## src/rtl/bus_coherence_ctrl.sv

```systemverilog
// Two-cache snooping bus controller: arbitrates block fills and writebacks onto one word-wide RAM port.
// Latency: grant is decided in IDLE and registered on exit; RAM words complete combinationally on ramready.
// Backpressure: ramready low stalls the current word indefinitely; dwait stays high until the word lands.
//
// Ports:
//   CLK, nRST                  clock (rising edge), asynchronous active-low reset
//   dREN, dWEN                 per-cache read / write word requests (bit i = cache i)
//   daddr0/1, dstore0/1        per-cache word address and write data
//   ccwrite, ccdirty           requester write intent, snooped-cache dirty flag
//   dwait, dload0/1            per-cache word-not-done and read data
//   ccwait, ccinv, ccsnoopaddr snoop hold, invalidate and address to the other cache
//   ramREN/ramWEN/ramaddr/ramstore/ramload/ramready   single RAM word port
module bus_coherence_ctrl (
   input  logic        CLK,
   input  logic        nRST,
   input  logic [1:0]  dREN,
   input  logic [1:0]  dWEN,
   input  logic [31:0] daddr0,
   input  logic [31:0] daddr1,
   input  logic [31:0] dstore0,
   input  logic [31:0] dstore1,
   input  logic [1:0]  ccwrite,
   input  logic [1:0]  ccdirty,
   output logic [1:0]  dwait,
   output logic [31:0] dload0,
   output logic [31:0] dload1,
   output logic [1:0]  ccwait,
   output logic [1:0]  ccinv,
   output logic [31:0] ccsnoopaddr,
   output logic        ramREN,
   output logic        ramWEN,
   output logic [31:0] ramaddr,
   output logic [31:0] ramstore,
   input  logic [31:0] ramload,
   input  logic        ramready
);

   typedef enum logic [2:0] {
      IDLE, WB1, WB2, SNOOP, SHARE1, SHARE2, RAM1, RAM2
   } state_t;

   state_t      r_state;
   state_t      w_next;
   logic        r_grant;
   logic        r_lastgrant;

   logic [1:0]  w_req;
   logic        w_arb;
   logic        w_o;
   logic        w_greq;
   logic [31:0] w_addr_g;
   logic [31:0] w_addr_o;
   logic [31:0] w_store_g;
   logic [31:0] w_store_o;
   logic [31:0] w_load_g;
   logic        w_dwait_g;
   logic        w_dwait_o;
   logic        w_cc_hold;

   assign w_req     = dREN | dWEN;
   assign w_o       = ~r_grant;
   assign w_greq    = w_req[r_grant];
   assign w_addr_g  = r_grant ? daddr1  : daddr0;
   assign w_addr_o  = r_grant ? daddr0  : daddr1;
   assign w_store_g = r_grant ? dstore1 : dstore0;
   assign w_store_o = r_grant ? dstore0 : dstore1;

   // Round-robin only matters on a tie; a lone requester always wins.
   always_comb begin
      w_arb = r_lastgrant;
      case (w_req)
         2'b01:   w_arb = 1'b0;
         2'b10:   w_arb = 1'b1;
         2'b11:   w_arb = ~r_lastgrant;
         default: w_arb = r_lastgrant;
      endcase
   end

   always_ff @(posedge CLK or negedge nRST) begin
      if (!nRST) begin
         r_state     <= IDLE;
         r_grant     <= 1'b0;
         r_lastgrant <= 1'b1;
      end else begin
         r_state <= w_next;
         if (r_state == IDLE && w_next != IDLE)
            r_grant <= w_arb;
         if (r_state != IDLE && w_next == IDLE)
            r_lastgrant <= r_grant;
      end
   end

   always_comb begin
      w_next    = r_state;
      ramREN    = 1'b0;
      ramWEN    = 1'b0;
      ramaddr   = 32'h0;
      ramstore  = 32'h0;
      w_load_g  = 32'h0;
      w_dwait_g = 1'b1;
      w_dwait_o = 1'b1;
      w_cc_hold = 1'b0;
      case (r_state)
         IDLE: begin
            // Within one cache a write request beats a read request.
            if (|w_req)
               w_next = dWEN[w_arb] ? WB1 : SNOOP;
         end
         WB1, WB2: begin
            if (!w_greq) begin
               w_next = IDLE;
            end else begin
               ramWEN    = 1'b1;
               ramaddr   = w_addr_g;
               ramstore  = w_store_g;
               w_dwait_g = ~ramready;
               if (ramready)
                  w_next = (r_state == WB1) ? WB2 : IDLE;
            end
         end
         SNOOP: begin
            // The only state in which the other cache's dirty flag is looked at.
            w_cc_hold = 1'b1;
            w_next    = ccdirty[w_o] ? SHARE1 : RAM1;
         end
         SHARE1, SHARE2: begin
            w_cc_hold = 1'b1;
            if (!w_greq) begin
               w_next = IDLE;
            end else if (dWEN[w_o]) begin
               // Dirty owner's writeback goes to RAM and straight into the requester.
               ramWEN    = 1'b1;
               ramaddr   = w_addr_o;
               ramstore  = w_store_o;
               w_load_g  = w_store_o;
               w_dwait_g = ~ramready;
               w_dwait_o = ~ramready;
               if (ramready)
                  w_next = (r_state == SHARE1) ? SHARE2 : IDLE;
            end
         end
         RAM1, RAM2: begin
            w_cc_hold = 1'b1;
            if (!w_greq) begin
               w_next = IDLE;
            end else begin
               ramREN    = 1'b1;
               ramaddr   = w_addr_g;
               w_load_g  = ramload;
               w_dwait_g = ~ramready;
               if (ramready)
                  w_next = (r_state == RAM1) ? RAM2 : IDLE;
            end
         end
         default: w_next = IDLE;
      endcase
   end

   // Steer granted/other views back onto the per-cache output bits.
   assign dwait       = r_grant ? {w_dwait_g, w_dwait_o} : {w_dwait_o, w_dwait_g};
   assign dload0      = r_grant ? 32'h0 : w_load_g;
   assign dload1      = r_grant ? w_load_g : 32'h0;
   assign ccwait      = w_cc_hold ? (r_grant ? 2'b01 : 2'b10) : 2'b00;
   assign ccinv       = w_cc_hold ? (r_grant ? {1'b0, ccwrite[1]} : {ccwrite[0], 1'b0}) : 2'b00;
   assign ccsnoopaddr = w_cc_hold ? w_addr_g : 32'h0;

endmodule
```

## config.mk

```make
export PLATFORM = sky130hd
export DESIGN_NAME = bus_coherence_ctrl
export DESIGN_NICKNAME = d
export VERILOG_FILES = /design/src/rtl/bus_coherence_ctrl.sv
export SDC_FILE = /design/constraint.sdc
export NUM_CORES = 1
export LEC_CHECK = 0
export CORE_AREA = 5 5 128 130
export CTS_BUF_LIST = sky130_fd_sc_hd__clkbuf_4 sky130_fd_sc_hd__clkbuf_8
export DETAILED_ROUTE_END_ITERATION = 16
export DIE_AREA = 0 0 133 135
export DONT_BUFFER_PORTS = 1
export PLACE_DENSITY_LB_ADDON = 0.08
export SLEW_MARGIN = 30
export SYNTH_ARGS = -nofsm -noshare
export SYNTH_HDL_FRONTEND = slang
export SYNTH_SLANG_ARGS = --single-unit
```

## constraint.sdc

```tcl
create_clock -name CLK -period 2.2 [get_ports CLK]
set_input_delay 0.22 -clock CLK [delete_from_list [all_inputs] [get_ports CLK]]
set_output_delay 0.22 -clock CLK [all_outputs]
set_load 0.01 [all_outputs]
```

# [Word level (Yosys, flattened, before mapping)]
# Cells that the tools add are included.
[op_classes] n_mux=56 eq_ne=10 div=0 multipliers=0 n_shift=0 reduce_logical=12 n_bitwise=4 addsub=0 order_cmp=3
[op_table] op="2-to-1 mux 32 bit" count=14
[op_table] op="case mux 32 bit (2 select lines)" count=3
[op_table] op="2-to-1 mux 3 bit" count=10
[op_table] op="2-to-1 mux 1 bit" count=17
[op_table] op="2-to-1 mux 2 bit" count=8
[op_table] op="case mux 3 bit (5 select lines)" count=1
[op_table] op="equality test 3 bit, second input constant" count=4
[op_table] op="OR reduction 2 bit" count=4
[op_table] op="equality test 3 x 2 -> 1 bit, second input constant" count=2
[op_table] op="zero test 3 bit" count=2
[op_table] op="< comparator 1 x 2 -> 1 bit, second input constant" count=3
[op_table] op="nonzero test 3 bit" count=2
[op_table] op="OR reduction 5 bit" count=1
[op_table] op="equality test 2 bit, second input constant" count=2
[op_table] op="case mux 1 bit (2 select lines)" count=2
[op_table] op="OR reduction 4 bit" count=1
[op_table] op="equality test 3 x 1 -> 1 bit, second input constant" count=1
[op_table] op="inverter 1 bit" count=3
[op_table] op="case mux 1 bit (3 select lines)" count=1
[op_table] op="equality test 2 x 1 -> 1 bit, second input constant" count=1
[op_table] op="logical AND 1 bit" count=2
[op_table] op="bitwise OR 2 bit" count=1
[totals] word_cells=88 out_inout_bits=168 ramBits=0 inputBits=171 memories=0 register_bits=5 rom_bits=0 latchBits=0

# [Logic depth before layout (Yosys ltp)]
# Gate-level depths: netlist of the first run.
[depth] word_depth=10 mapped_depth=9 depth_no_buf=5

# [Least setup slack after synthesis of the first run]
# OpenSTA, ideal clock, no wires.
[synth_timing] path_type="reg-to-output" startpoint="register r_grant" endpoint="output port dload1[22]" required_ns=1.980 path_slack_ns=0.126 path_buffers=3 stages_incl_launch_ff=9 arrival_ns=1.854 path_cell_list="dfrtp_1 buf_4 or3b_1 o31a_1 and3_1 buf_2 clkbuf_1 nand2_1 a21boi_0"
[synth_between] elab_chain_len=6 elab_cells_between_ends=10 cone_classes="mux: 10"
[synth_lines] item="start: declaration" line="44" rtl="logic r_grant;"
[synth_lines] item="start signal: assignment" line="87" rtl="r_grant <= w_arb;"
[synth_lines] item="2-to-1 mux 1 bit (implied by the code) (2 in series)" line="130" rtl="end else if (dWEN[w_o]) begin"
[synth_lines] item="2-to-1 mux 32 bit" line="130"
[synth_lines] item="2-to-1 mux 32 bit" line="128" rtl="if (!w_greq) begin"
[synth_lines] item="case mux 32 bit (2 select lines)" line="103" rtl="case (r_state)"
[synth_lines] item="2-to-1 mux 32 bit (*)" line="162" rtl="assign dload1 = r_grant ? w_load_g : 32'h0;"
[synth_lines] item="end: declaration" line="26" rtl="output logic [31:0] dload1,"
# Every way passes the cells marked *; elsewhere a longest branch is shown, timed or not. The select of a mux whose other input is x is not followed.

# [Worst setup path in the final report of the first run]
[layout_timing] startpoint="register r_grant" endpoint="output port ramstore[12]"
[layout_between] elab_chain_len=5 elab_cells_between_ends=10 cone_classes="mux: 10"
[layout_lines] item="2-to-1 mux 1 bit (implied by the code) (2 in series)" line="130"
[layout_lines] item="2-to-1 mux 32 bit" line="130"
[layout_lines] item="2-to-1 mux 32 bit" line="128"
[layout_lines] item="case mux 32 bit (2 select lines) (*)" line="103"
[layout_lines] item="end: declaration" line="33" rtl="output logic [31:0] ramstore,"
# Marked as above.

==> results of run 1 <==
## repair_timing
item,4_1_cts,5_1_grt
gates cloned,0,15
resized for setup,79,191
endpoints found under the setup margin,121,131
endpoints found under the hold margin,5,0
hold buffers,1,0
pin swaps,8,82
setup buffers,0,12
## kinds of logic (layout without fill, tap and decap cells)
group / Yosys count / count (layout) / share of synthesized area
AOI/OAI and AO/OA: 244 / 244 / 0.5146
muxes: 37 / 37 / 0.1139
buffers and inverters: 69 / 125 / 0.09298
DFF: 5 / 5 / 0.03833
xor gates and xnor gates: 2 / 2 / 0.005314
and+or+nand+nor: 191 / 191 / 0.2349
## layer usage
metal,track usage,up-vias,part of all wire
met5,0,-,0
met1,0.1583,2306,0.37
met2,0.2850,242,0.54
met3,0.03092,24,0.076
met4,0.03406,0,0.014
li1,-,2219,-
## power by group
part           total (W)  internal (W)  switching (W)
registers       0.000238      0.000152      0.0000860
logic            0.00866       0.00367        0.00498
clock network   0.000179      0.000136      0.0000429
total            0.00907       0.00396        0.00511
## sequential cells by signal (all words and copies together), names as in the netlist
register / flops
r_state: 3
r_grant: 1
r_lastgrant: 1
## layout by cell type, fill, tap and decap left out, drive strengths merged, types with 2 or more instances in the layout
| master | n |
|---|---|
| and2 | 2 |
| a22oi | 32 |
| clkbuf | 16 |
| a21boi | 33 |
| nor2 | 38 |
| nand2 | 134 |
| o211ai | 2 |
| a21oi | 67 |
| nor4 | 2 |
| or3 | 2 |
| a221oi | 64 |
| a31oi | 33 |
| mux2 | 4 |
| dfrtp | 4 |
| mux2i | 33 |
| nor2b | 2 |
| nand3 | 2 |
| o21ai | 6 |
| buf | 107 |
## through the flow
step                power [W]  cells  utilization  hold WS, ps  TNS, ps
floorplan            0.004563    548            -       -75.59        0
global placement     0.006419    760       0.2708       -75.41        0
detailed placement   0.006462    760       0.2708       -75.44   -13.64
CTS                  0.007102    765       0.2944        174.7    -9821
global route         0.009670    792       0.3896        177.0   -27410
finish               0.009074    792       0.3896        187.1   -17520
## path summary, 6_finish.rpt
check | end | slack, ps | cells after the start
max | ramstore[12] | -260 | 8
min | r_state[0] | 190 | 2
max reg2reg | r_lastgrant | 80 | 8
min reg2reg | r_lastgrant | 650 | 1
max in group asynchronous | r_lastgrant | 1650 | 1
min in group asynchronous | r_state[1] | 290 | 1
## area by class of cell
| class | instances | share of cell area |
|---|---|---|
| inverters | 1 | 0.0006409 |
| flip-flops and latches | 5 | 0.02222 |
| clock buffers | 4 | 0.008332 |
| well taps | 188 | 0.04016 |
| repair buffers | 120 | 0.2326 |
| multi-input cells | 474 | 0.6960 |
==> impl_metrics.yaml, run 1 <==
run_status:
  status: "finished with violations"
  violations: "negative setup slack"
clock_network:
  cts_tree: "done"
  clock-sinks: 5
  cts_root_buf: "clkbuf_8"
  htreeDepth: 1
  cts_made_buffers: 3
  path_clk_slew_ps: 30
  cts_buffer_depth: 2
  clock_latency_ps: 220
sta:
  fin_crit_ps: 2460
  period_share: 1.118
  setup_ws_ps: -260.2
  drv_slew: 0
  fmax_ghz: 0.4065
  finalSetupViolations: 129
  grt_setup_unrepaired: "yes"
  slew_headroom: 0.5582
  finalHoldViolCount: 0
  worst_pin_slew_ps: 662.8
  skew_ps: 0.8691
floorplanning:
  coreArea_sq_um: 15030
  dieArea_sq_um: 17960
  dieHeight_microns: 135
  row_count: 45
  start_util: 0.2193
  die-width_microns: 133
  io_pins: 339
setup_path:
  r2r-start: "r_grant"
  path_class: "reg -> out"
  cp-end-kind: "output pin"
  cpMaxStageDelayCell: "dfrtp_4"
  critPathTopFamily: "simple AND/OR/NAND/NOR gates"
  path_cells: "or3b_4 -> o31a_1 -> and4b_4 -> buf_6 -> clkbuf_16 -> a221oi_2 -> a31oi_1 -> buf_4"
  startpoint: "r_grant"
  cp-start-kind: "register"
  cp_max_fo: 18
  crit_required_ps: 1980
  crit_path_max_incr_delay_ps: 410
  worstPathArrival_ps: 2240
  critPathBufInv: 3
routing:
  antenna_left: 0
  drt_iter0_drc: 169
  dr.pass1.iters: 4
  vias_per_cell: 6.049
  wl_per_cell_microns: 23.66
  num_vias: 4791
  wirelength_microns: 18740
  drc_errors: 0
global_routing:
  grt_pass1_vias: 4250
  grt_pass1_wl_microns: 22340
  grt.total_usage: 0.1454
  antenna_found_initial: 0
  grt_max_degree: 120
  grt.overflow.total: 0
logic_synthesis:
  ys_top_cells_by_count: "nand2_1 (134), a21oi_1 (67), a221oi_1 (64), nor2_1 (38), clkbuf_1 (37)"
  ys.flop_type: "dfrtp_1"
  ys_ff_latch: 5
  ys_seq_area_frac: 0.03833
  syn_nets: 719
  synth_cell_types: 42
  synth.area.top_cells: "a221oi_1 (17%), nand2_1 (15%), a21oi_1 (10%), mux2i_1 (10%), a21boi_0 (7.5%)"
  synth_area_sq_um: 3297
  ys_async_sr_fraction: 1.000
  yosysMostFrequentCell: "nand2_1"
  synth_edf_count: 0
  postSynthCellCount: 548
  synth_top_cell_by_area: "a221oi_1"
  synth_top_area_frac: 0.1700
  ys_warn_count: 0
  synth_area_per_cell_sq_um: 6.016
layout:
  multiInputGateArea_sq_um: 4076
  num-fill-cells: 1543
  final_area_sq_um: 5857
  ff_latch_area_sq_um: 130.1
  diodes: 0
  syn2layout_area_growth_pct: 77.65
  final_nets: 776
  drive_above_1_share: 0.5149
placement:
  io_buffer_count: 0
  place_area_sq_um: 4071
  pre_cts_slack_ps: -13.64
  routabilityCongestion: 0.8022
  place_hpwl_microns: 11840
power_and_ir_drop:
  irDropWorstVdd_uv: 813.1
  power.leakage_nw: 2.010
  power_density_nw_per_um2: 1549
min_path:
  worstHoldPathType: "in -> reg"
  min_from: "dREN[1]"
run:
  maxCapViolations: 0
Power figures use the tool's default switching activity.
==> run 2, diff against run 1 <==
==> constraint.sdc (replaced) <==
create_clock -name CLK -period 2 [get_ports CLK]
set_input_delay 0.2 -clock CLK [delete_from_list [all_inputs] [get_ports CLK]]
set_output_delay 0.2 -clock CLK [all_outputs]
set_load 0.01 [all_outputs]
==> run 2 against run 1 <==
Effect of this change: combinational power fell by 7.9%; via count fell by 4.7%; clock skew rose by 1.2 ps; design area fell by 20%; die area did not move; register-to-register slack got worse by 60 ps; sequential power rose by 3%; the run still ends with negative setup slack left; critical path type unchanged.
==> impl_metrics.yaml, run 2 (synthesis gave the netlist of run 1 again) <==
clock_network:
  clock_latency_ps: 220
  cts_buffer_depth: 2
  clock-sinks: 5
  cts_root_buf: "clkbuf_8"
  cts_tree: "done"
  path_clk_slew_ps: 40
  htreeDepth: 1
  cts_made_buffers: 3
floorplanning:
  io_pins: 339
  coreArea_sq_um: 15030
  dieHeight_microns: 135
  row_count: 45
  dieArea_sq_um: 17960
  start_util: 0.2193
  die-width_microns: 133
power_and_ir_drop:
  power_density_nw_per_um2: 1798
  irDropWorstVdd_uv: 811.8
  power.leakage_nw: 1.588
  total_power_w: 0.008427
layout:
  ff_latch_area_sq_um: 130.1
  final_cell_mix: "nand2_1 (129), buf_4 (84), a21oi_1 (44)"
  num-fill-cells: 1640
  largest_register_ffs: 3
  multiInputGateArea_sq_um: 3351
  syn2layout_area_growth_pct: 42.16
  top_register: "r_state"
  fin_cells: 772
  largest_registers: "r_state x3, r_grant x1, r_lastgrant x1"
  drive_above_1_share: 0.3654
  layout_commonest_cell: "nand2_1"
  final_nets: 755
sta:
  grt_setup_unrepaired: "yes"
  setup_ws_ps: -406.3
  drv_slew: 0
  worst_pin_slew_ps: 929.5
  fin_crit_ps: 2406
  period_share: 1.203
  slew_headroom: 0.3804
  finalHoldViolCount: 0
  finalSetupViolations: 156
  fin_tns_setup_ps: -34580
  skew_ps: 2.049
  fmax_ghz: 0.4156
setup_path:
  cp_max_fo: 43
  critPathBufInv: 3
  crit_path_max_incr_delay_ps: 480
  path_class: "reg -> out"
  cp-end-kind: "output pin"
  critPathTopFamily: "simple AND/OR/NAND/NOR gates"
  cp-start-kind: "register"
  worstPathArrival_ps: 2210
  cpMostUsedCell: "buf_4"
  path_cells: "or3b_1 -> o31a_1 -> and4b_4 -> buf_12 -> buf_4 -> nand2_1 -> a21boi_0 -> buf_4"
  cpMaxStageDelayCell: "dfrtp_4"
  crit_required_ps: 1800
placement:
  pre_cts_slack_ps: -167.1
  routabilityCongestion: 0.8141
  place_hpwl_microns: 12010
  io_buffer_count: 0
  dp_cells: 763
min_path:
  worstHoldPathType: "in -> reg"
run_status:
  status: "finished with violations"
  violations: "negative setup slack"
routing:
  vias_per_cell: 5.912
  drc_errors: 0
  num_vias: 4564
  antenna_left: 0
  dr.pass1.iters: 4
  drt_iter0_drc: 197
  wl_per_cell_microns: 20.78
  wirelength_microns: 16040
global_routing:
  grt_pass1_wl_microns: 22650
  grt_max_degree: 113
  grt.overflow.total: 0
  grt.total_usage: 0.1481
  grt_pass1_vias: 4230
  antenna_found_initial: 1
run:
  maxCapViolations: 0
run 2: layer usage:
layer / global-route usage / routed length [microns]
met5: 0 / 0
met4: 0.02540 / 173
met3: 0.04098 / 1543
met2: 0.2966 / 8723
met1: 0.1541 / 5600
run 2: final timing paths:
| check | slack, ps | startpoint | depth (start not counted) | to |
|---|---|---|---|---|
| setup reg to reg | 20 | r_grant | 7 | r_lastgrant |
| hold reg to reg | 640 | r_lastgrant | 1 | r_lastgrant |
| hold / removal | 150 | dREN[1] | 2 | r_state[0] |
| setup / recovery | -410 | r_grant | 8 | dload1[0] |
| max in group asynchronous | 1460 | nRST | 1 | r_lastgrant |
| min in group asynchronous | 280 | nRST | 1 | r_state[0] |
run 2: stage by stage:
| stage | hold slack, ps | utilization | cell area (sq um) |
|---|---|---|---|
| finish | 149.1 | 0.3118 | 4687 |
| global route | 172.9 | 0.3118 | 4687 |
| CTS | 148.0 | 0.2926 | 4398 |
| detailed placement | -95.43 | 0.2732 | 4106 |
| global placement | -95.43 | 0.2732 | 4106 |
| floorplan | -95.59 | - | 3337 |
run 2: power breakdown:
group          switching [W]  total (W)  internal, W
registers          0.0000764   0.000244     0.000167
logic                0.00465    0.00798      0.00334
clock network      0.0000508   0.000201     0.000150
run 2: timing repair:
| item | in CTS | in global routing |
|---|---|---|
| gates resized for setup | 59 | 49 |
| hold buffers | 1 | 0 |
| pin swaps | 1 | 9 |
| gates cloned | 0 | 2 |
| hold endpoints to repair | 5 | 0 |
| endpoints found under the setup margin | 134 | 164 |
| setup buffers | 1 | 0 |
run 2: area by class of cell:
class | count | share of cell area
tap | 188 | 0.05019
inverter | 1 | 0.0008009
antenna | 1 | 0.0005339
sequential | 5 | 0.02776
clock buffer | 4 | 0.01041
timing repair buffer | 99 | 0.1954
multi-input combinational | 474 | 0.7149
